## config.mk

```make
export PLATFORM = sky130hd
export DESIGN_NAME = serial_subtractor
export DESIGN_NICKNAME = d
export VERILOG_FILES = /design/src/rtl/arith_pkg.sv /design/src/rtl/full_subtractor.sv /design/src/rtl/serial_subtractor.sv
export SDC_FILE = /design/constraint.sdc
export NUM_CORES = 1
export LEC_CHECK = 0
export BUFFER_PORTS_ARGS = -buffer_cell sky130_fd_sc_hd__buf_4
export CORE_UTILIZATION = 57
export CTS_CLUSTER_SIZE = 14
export DETAILED_ROUTE_END_ITERATION = 10
export PLACE_DENSITY = 0.83
export SETUP_SLACK_MARGIN = 0.2
export SYNTH_ARGS = -nofsm -noshare
export SYNTH_HDL_FRONTEND = slang
export SYNTH_SLANG_ARGS = --single-unit
export TNS_END_PERCENT = 1
```

## constraint.sdc

```tcl
create_clock -name clk -period 2.33 [get_ports clk]
set_clock_uncertainty 0.15 [all_clocks]
set_input_delay 0.233 -clock clk [delete_from_list [all_inputs] [get_ports clk]]
set_output_delay 0.233 -clock clk [all_outputs]
set_load 0.02 [all_outputs]
```

## src/rtl/arith_pkg.sv

```systemverilog
// Shared arithmetic-library types: serial FSM states and counter sizing helper.
package arith_pkg;

  typedef enum logic [1:0] {IDLE, RUN, DONE} state_e;

  // Bit-counter width; never narrower than one bit so WIDTH=1 still has a counter.
  function automatic int cnt_width(input int w);
    return (w > 1) ? $clog2(w) : 1;
  endfunction

endpackage

```

## src/rtl/full_subtractor.sv

```systemverilog
// Single-bit full subtractor cell: d = x - y - bi, bo = borrow out.
module full_subtractor (
  input  logic x,
  input  logic y,
  input  logic bi,
  output logic d,
  output logic bo
);

  assign d  = x ^ y ^ bi;
  assign bo = (~x & y) | (~(x ^ y) & bi);

endmodule

```

## src/rtl/serial_subtractor.sv

```systemverilog
// Bit-serial a - b - bin_in, LSB first, one full-subtractor cell and a registered borrow.
module serial_subtractor
  import arith_pkg::*;
#(
  parameter int WIDTH = 8
) (
  input  logic             clk,
  input  logic             rst_n,
  input  logic             in_valid,
  output logic             in_ready,
  input  logic [WIDTH-1:0] a,
  input  logic [WIDTH-1:0] b,
  input  logic             bin_in,
  output logic             out_valid,
  input  logic             out_ready,
  output logic [WIDTH-1:0] diff,
  output logic             borrow
);

  localparam int            CW   = cnt_width(WIDTH);
  localparam logic [CW-1:0] LAST = CW'(WIDTH - 1);

  state_e           state_q, state_d;
  logic [WIDTH-1:0] a_sh_q, a_sh_d;
  logic [WIDTH-1:0] b_sh_q, b_sh_d;
  logic [WIDTH-1:0] diff_q, diff_d;
  logic             bor_q, bor_d;
  logic [CW-1:0]    cnt_q, cnt_d;
  logic             d_bit, bo_bit;
  logic [WIDTH-1:0] diff_shift;

  full_subtractor u_fs (
    .x  (a_sh_q[0]),
    .y  (b_sh_q[0]),
    .bi (bor_q),
    .d  (d_bit),
    .bo (bo_bit)
  );

  // Result bits enter at the MSB so the LSB-first stream lands in place after WIDTH shifts.
  generate
    if (WIDTH == 1) begin : g_w1
      assign diff_shift = d_bit;
    end else begin : g_wn
      assign diff_shift = {d_bit, diff_q[WIDTH-1:1]};
    end
  endgenerate

  always_comb begin
    state_d = state_q;
    a_sh_d  = a_sh_q;
    b_sh_d  = b_sh_q;
    diff_d  = diff_q;
    bor_d   = bor_q;
    cnt_d   = cnt_q;
    case (state_q)
      IDLE: begin
        if (in_valid) begin
          a_sh_d  = a;
          b_sh_d  = b;
          bor_d   = bin_in;
          cnt_d   = '0;
          state_d = RUN;
        end
      end
      RUN: begin
        a_sh_d = a_sh_q >> 1;
        b_sh_d = b_sh_q >> 1;
        diff_d = diff_shift;
        bor_d  = bo_bit;
        cnt_d  = cnt_q + CW'(1);
        if (cnt_q == LAST) state_d = DONE;
      end
      DONE: begin
        if (out_ready) state_d = IDLE;
      end
      default: state_d = IDLE;
    endcase
  end

  always_ff @(posedge clk or negedge rst_n) begin
    if (!rst_n) begin
      state_q <= IDLE;
      a_sh_q  <= '0;
      b_sh_q  <= '0;
      diff_q  <= '0;
      bor_q   <= 1'b0;
      cnt_q   <= '0;
    end else begin
      state_q <= state_d;
      a_sh_q  <= a_sh_d;
      b_sh_q  <= b_sh_d;
      diff_q  <= diff_d;
      bor_q   <= bor_d;
      cnt_q   <= cnt_d;
    end
  end

  assign in_ready  = (state_q == IDLE);
  assign out_valid = (state_q == DONE);
  assign diff      = diff_q;
  assign borrow    = bor_q;

endmodule

```

==> results.md, run 1 <==
* Main flop type after synthesis: dfrtp_1
* Die area at 2780 um2
* Area grow syn2layout at 20.0%
* Slew Limit Fails at 0
* Synth Cell Area at between 1000 and 1500 um2
* Commonest cells post-synth: dfrtp_1 (30), inv_1 (9), nor3b_1 (9)
* Worst EP arrival at 1.54 ns
* Die width at roughly 53 um
* Max_cap viols at 0
* Largest net degree at the start of global routing at 31
* Tcrit/Tclk final at 0.826
* Startpoint Class: register
* Crit. End Element: primary output
* Die height at roughly 53 um
* Critical-path cell list: buf_4 > nor2b_1 > buf_4
* FP Rows at 18
* Synth Warn # at 0
* Port Buffer Count at 31
* Least-Margin Pin Slew at 0.602 ns
* Global-route wire length before repair at 4600 um
* Cells after Synth at around 120
* CP Max Fanout at 18
* GRT overflow at 0
* Async set-reset flop share out of synthesis at 1.00
* Synth area leader: dfrtp_1
* Total Nets Final at between 150 and 200
* Top-count cell post-synth: dfrtp_1
* Synthesized flop and latch total at 30
* Clock Pin Slew Worst Setup and Hold Paths at 0.10 ns
* DRC at 0
* Post-route setup TNS at 0 ns
* Initial Util at 0.598
* Clock buffer depth at 2
* Post-synth top area share at 0.511
* CP Class: register to primary output
* Root buffer cell: clkbuf_4
* DRT iter0 DRCs at 18
* FMAX at 519 MHz
* Synthesized area per cell at roughly 13 um2
* H-tree depth at 2
* Fin. Hold Viols at 0
* Vias in the first global route at 1033
* Tmin final at 1.93 ns
* Clock Sinks at 30
* Io pins at 32
* Vias at approximately 1100
* Type of the most critical hold path: input pin to register
* Placer Congestion at ~0.74
* Crit path top cell by count: buf_4
* Initial antenna violation count at 0
* Antenna diode count at 0
* Post-route ant nets at 0
* Vias per inst at around 6
* Top cells by area, synth: dfrtp_1 (51%), o221a_2 (5.4%), or4b_1 (4.8%)
* Design area at 1760 um2
* Leak at 0.808 nW
* Number of synthesized flops with an enable pin at 0
* CP peak stage delay at 0.56 ns
* # setup viols final at 0
* Slew headroom at 0.599
* GRT Total Usage at 0.239
* Worst EP required at 1.95 ns
* Crit-path slowest cell: dfrtp_1
* First-pass DRT Iterations at 4
* Pwr Density at around 1300 nW/um2
* Maximum vdd drop at about 0.8 mV
* Status: complete, no violations
* Util after Layout at 0.718
* Syn_nets at 141
* CTS resizes at 0
* Synth cell types at 26
* Wire per inst at 15.4 um
* CTS tree: built
* Clk Latency, worst-skew pair at 0.33 ns
* RSZ-0062 raised after global routing: no
* Post-synthesis sequential area ratio at 0.511
* Share of cells above drive strength 1 at 0.378
* Num CTS Buffers at 5
* Drt total wl at 2750 um
* Placed inst area at 1690 um2
* Core Footprint at 2450 um2
* DP HPWL at 1970 um
cells in the final DEF (no fill, tap or decap):
master	n
buf_4	33
dfrtp_1	30
inv_1	9
nor3b_1	9
nor4b_1	7
a211oi_1	7
or4b_1	7
o221a_2	7
mux2_2	5
clkbuf_4	5
a22o_1	3
nand2b_1	3
mux2_1	3
nor2b_1	2
nor4bb_1	2
a211o_1	2
ha_1	2
nor2_1	1
o21bai_2	1
nor2b_2	1
o21ba_2	1
mux2i_1	1
a222oi_1	1
a21oi_1	1
fa_1	1
clkinvlp_4	1
clkinv_2	1
clkbuf_8	1
dlygate4sd3_1	1
path summary, 6_finish.rpt:
path | start | endpoint | slack, ns | cells past startpoint
max | state_q[1] | out_valid | 0.40 | 3
min | out_ready | state_q[1] | 0.05 | 3
max reg2reg | state_q[1] | diff[3] | 0.55 | 2
min reg2reg | cnt_q[0] | cnt_q[0] | 0.36 | 1
max in group asynchronous | rst_n | b_sh_q[2] | 1.54 | 2
min in group asynchronous | rst_n | diff[7] | 0.21 | 2
worst max-delay path, delay by kind of cell (launching register included):
kind | cells | cell delay (ns)
AND/OR/NAND/NOR | 1 | 0.19
flip-flops | 1 | 0.56
buffers and inverters | 2 | 0.45
per-layer routing:
metal | vias up | wire length (um) | part of all wire | global-route usage
met3 | 5 | 94 | 0.034 | 0.0638
met2 | 25 | 1340 | 0.49 | 0.371
met1 | 517 | 1270 | 0.46 | 0.306
met4 | 0 | 39 | 0.014 | 0.118
li1 | 503 | - | - | -
met5 | - | 0 | 0 | 0
stage by stage:
step	hold slack, ns	std cells	setup WS (ns)	power, mW
2_1_floorplan	-0.213	117	0.836	1.71
3_3_place_gp	0.0225	169	0.641	1.94
3_5_place_dp	0.0253	169	0.562	2.01
4_1_cts	0.0426	178	0.384	2.34
5_1_grt	0.0434	178	0.254	2.49
6_report	0.0507	178	0.405	2.31
power by group:
part           internal, mW  total [mW]  switching (mW)
sequential            0.774       0.956           0.182
combinational         0.537        1.03           0.492
clock                 0.145       0.325           0.180
timing repair:
item	4_1_cts	5_1_grt
endpoints found under the hold margin	30	0
hold buffers	1	0
setup buffers	0	0
sequential cells by signal, summed over array words and instances, names as in the netlist:
register / cells
a_sh_q: 8
b_sh_q: 8
diff: 8
cnt_q: 3
state_q: 2
borrow: 1
logic make-up after synthesis:
group                    share of synthesized area
AND/OR/NAND/NOR                              0.179
flip-flops                                   0.511
AO/OA/AOI/OAI                                0.144
buffers and inverters                       0.0673
multiplexers                                0.0681
adder cells (fa/ha/maj)                     0.0307
area by class of cell:
cell class                      count  area (um2)
Tap cell                           30        37.5
Multi-Input combinational cell     67         619
Clock buffer                        6        51.3
Sequential cell                    30         751
Timing Repair Buffer               34         258
Inverter                            9        33.8
Clock inverter                      2        12.5
Fill cell                         172         692
No activity file was read; power rests on OpenSTA's default activity.
==> inputs of run 2 (changes only) <==
--- a/config.mk
+++ b/config.mk
@@ -6,10 +6,10 @@
 export NUM_CORES = 1
 export LEC_CHECK = 0
 export BUFFER_PORTS_ARGS = -buffer_cell sky130_fd_sc_hd__buf_4
-export CORE_UTILIZATION = 57
+export CORE_UTILIZATION = 48
 export CTS_CLUSTER_SIZE = 14
 export DETAILED_ROUTE_END_ITERATION = 10
-export PLACE_DENSITY = 0.83
+export PLACE_DENSITY = 0.75
 export SETUP_SLACK_MARGIN = 0.2
 export SYNTH_ARGS = -nofsm -noshare
 export SYNTH_HDL_FRONTEND = slang
==> constraint.sdc (replaced) <==
create_clock -name clk -period 1.7 [get_ports clk]
set_clock_uncertainty 0.15 [all_clocks]
set_input_delay 0.17 -clock clk [delete_from_list [all_inputs] [get_ports clk]]
set_output_delay 0.17 -clock clk [all_outputs]
set_load 0.02 [all_outputs]
==> results.md, run 2 (same netlist as run 1, synthesis figures left out) <==
* GRT Total Usage at 0.197 (-0.0417)
* Die height at 57.3 um (+8.6%)
* DRT iter0 DRCs at 37 (+19)
* Crit. End Element: register
* Root buffer cell: clkbuf_4
* Worst EP required at 1.77 ns (-0.18 ns)
* Pint at 2.19 mW (+50%)
* Clock buffer depth at 2 (unchanged)
* Crit-path leading delay family: flip-flops
* CP peak stage delay at 0.48 ns (-0.08 ns)
* Vias at 1097 (+4.5%)
* Antenna diode count at 0 (unchanged)
* Vias per inst at 5.74 (-2.6%)
* Startpoint Class: register
* Critical-path cell list: buf_8 > buf_4 > nor4b_1 > a211oi_1
* Area grow syn2layout at 32.3%
* CP Class: register to register
* WHS at 0.0192 ns (-0.0315 ns)
* Pre-CTS WS at 0.164 ns (-0.398 ns)
* FMAX at around 640 MHz
* First-pass DRT Iterations at 7 (+3)
* Initial Util at 0.519 (-0.0791)
* Total chip power at 3.43 mW (+48%)
* Comb pwr share at 0.493 (+0.048)
* Largest net degree at the start of global routing at 31 (unchanged)
* Filler instances at 223 (+30%)
* Max_cap viols at 0 (unchanged)
* Share of cells above drive strength 1 at 0.456 (+0.0779)
* Tcrit/Tclk final at 0.914
* Pwr Density at 1760 nW/um2 (+35%)
* Clock Sinks at 30 (unchanged)
* Placed Cells at 173 (+2.4%)
* Post-route ant nets at 0 (unchanged)
* Global-route wire length before repair at 4710 um (+2.4%)
* Switching pwr at 1.24 mW (+45%)
* Final cell count without fillers at 191 (+7.3%)
* CP bufs+invs at 2 (unchanged)
* FP Rows at 19 (+1)
* Slew headroom at 0.712 (+0.113)
* Failing checks: DRC
* Type of the most critical hold path: input pin to register
* Leak at 0.895 nW (+11%)
* Initial antenna violation count at 0 (unchanged)
* Die area at 3290 um2 (+18%)
* Clock Pin Slew Worst Setup and Hold Paths at 0.10 ns (about the same)
* Tmin final at 1.55 ns
* CP Max Fanout at 8 (-10)
* Num CTS Buffers at 5 (unchanged)
* Fin worst setup slack at 0.146 ns (-0.259 ns)
* Commonest non-fill, non-tap cell in the layout: buf_4
* Core Footprint at 2830 um2 (+15%)
* Crit-path slowest cell: dfrtp_2
* RSZ-0062 raised after global routing: yes
* Drt total wl at 2940 um (+7.1%)
* Fin. Hold Viols at 0 (unchanged)
* DRC at 3 (+3)
* Port Buffer Count at 31 (unchanged)
* Clk Latency, worst-skew pair at 0.34 ns (about the same)
* Total Nets Final at 183 (+7.0%)
* Slew Limit Fails at 0 (unchanged)
* Io pins at 32 (unchanged)
* Sequential share of power at 0.375 (-0.039)
* Vias in the first global route at 1050 (+1.6%)
* CTS tree: built
* Multi-input logic area at 677 um2 (+9.3%)
* Least-Margin Pin Slew at 0.432 ns (-0.170 ns)
* Maximum vdd drop at 0.849 mV (+7.1%)
* # setup viols final at 0 (unchanged)
* Most frequent cells in the layout: buf_4 (35), dfrtp_1 (29), inv_1 (9), nor3b_1 (9)
* Post-route setup TNS at 0 ns (unchanged)
* Status: finished with violations
* Worst EP arrival at 1.62 ns (+0.08 ns)
* Sw Share at 0.362 (-0.00753)
* DP HPWL at 1820 um (-7.7%)
* Die width at 57.3 um (+8.6%)
* Placer Congestion at 0.698 (-5.0%)
* H-tree depth at 2 (unchanged)
* Part of the power in the clock network at 0.132 (-0.009)
* GRT overflow at 0 (unchanged)
* Wire per inst at 15.4 um (-0.20%)
* Seq. cell area at 752 um2 (+0.17%)
run 2: cell types whose count changed in the layout (fill, tap and decap cells not counted), sizes merged:
| cell | previous run | this run |
|---|---|---|
| dlygate4sd3 | 1 | 2 |
| clkinvlp | 1 | 0 |
| clkbuf | 6 | 7 |
| buf | 33 | 44 |
run 2: cell type report:
type / count / area share
clock buffer: 7 / 0.0283
clock inverter: 1 / 0.00258
inverter: 9 / 0.0174
multi-input combinational: 67 / 0.348
sequential: 30 / 0.387
tap: 31 / 0.0200
timing repair buffer: 46 / 0.196
run 2: worst paths after layout:
path | from | endpoint | slack (ns) | cells after the start
worst max-delay path | state_q[1] | a_sh_q[2] | 0.15 | 4
min in group asynchronous | rst_n | diff[1] | 0.13 | 2
worst min register to register | cnt_q[0] | cnt_q[0] | 0.35 | 1
max in group asynchronous | rst_n | state_q[1] | 0.98 | 2
worst max register to register | state_q[1] | a_sh_q[2] | 0.15 | 4
worst min-delay path | bin_in | borrow | 0.02 | 3
run 2: per-layer routing:
metal	part of all wire	vias up	global-route usage	wire length [um]
li1	-	523	-	-
met1	0.44	532	0.249	1310
met2	0.47	36	0.297	1380
met3	0.074	6	0.0930	219
met4	0.014	0	0.0732	41
met5	0	-	0	0
run 2: through the flow:
stage | util | area, um2
after floorplan | - | 1470
after global placement | 0.605 | 1710
after detailed placement | 0.605 | 1710
after CTS | 0.650 | 1840
after global routing | 0.687 | 1940
final | 0.687 | 1940
run 2: timing repair:
action	4_1_cts	5_1_grt
hold buffers	2	0
pin swaps	0	5
endpoints found under the setup margin	16	17
resized for setup	9	13
buffers inserted	2	4
gates cloned	0	2
hold endpoints to repair	31	0
run 2: worst register-to-register path: stages, from the launching register on:
cell and delay (ns):
dfrtp_2 0.48, buf_8 0.16, buf_4 0.14, nor4b_1 0.39, a211oi_1 0.11
run 2: power groups by stage:
stage	combinational, mW	clock (mW)	sequential (mW)
after global routing	1.84	0.496	1.33
final	1.69	0.454	1.29
after floorplan	0.966	0	1.38
after CTS	1.53	0.455	1.28
after global placement	1.44	0	1.28
after detailed placement	1.47	0	1.29
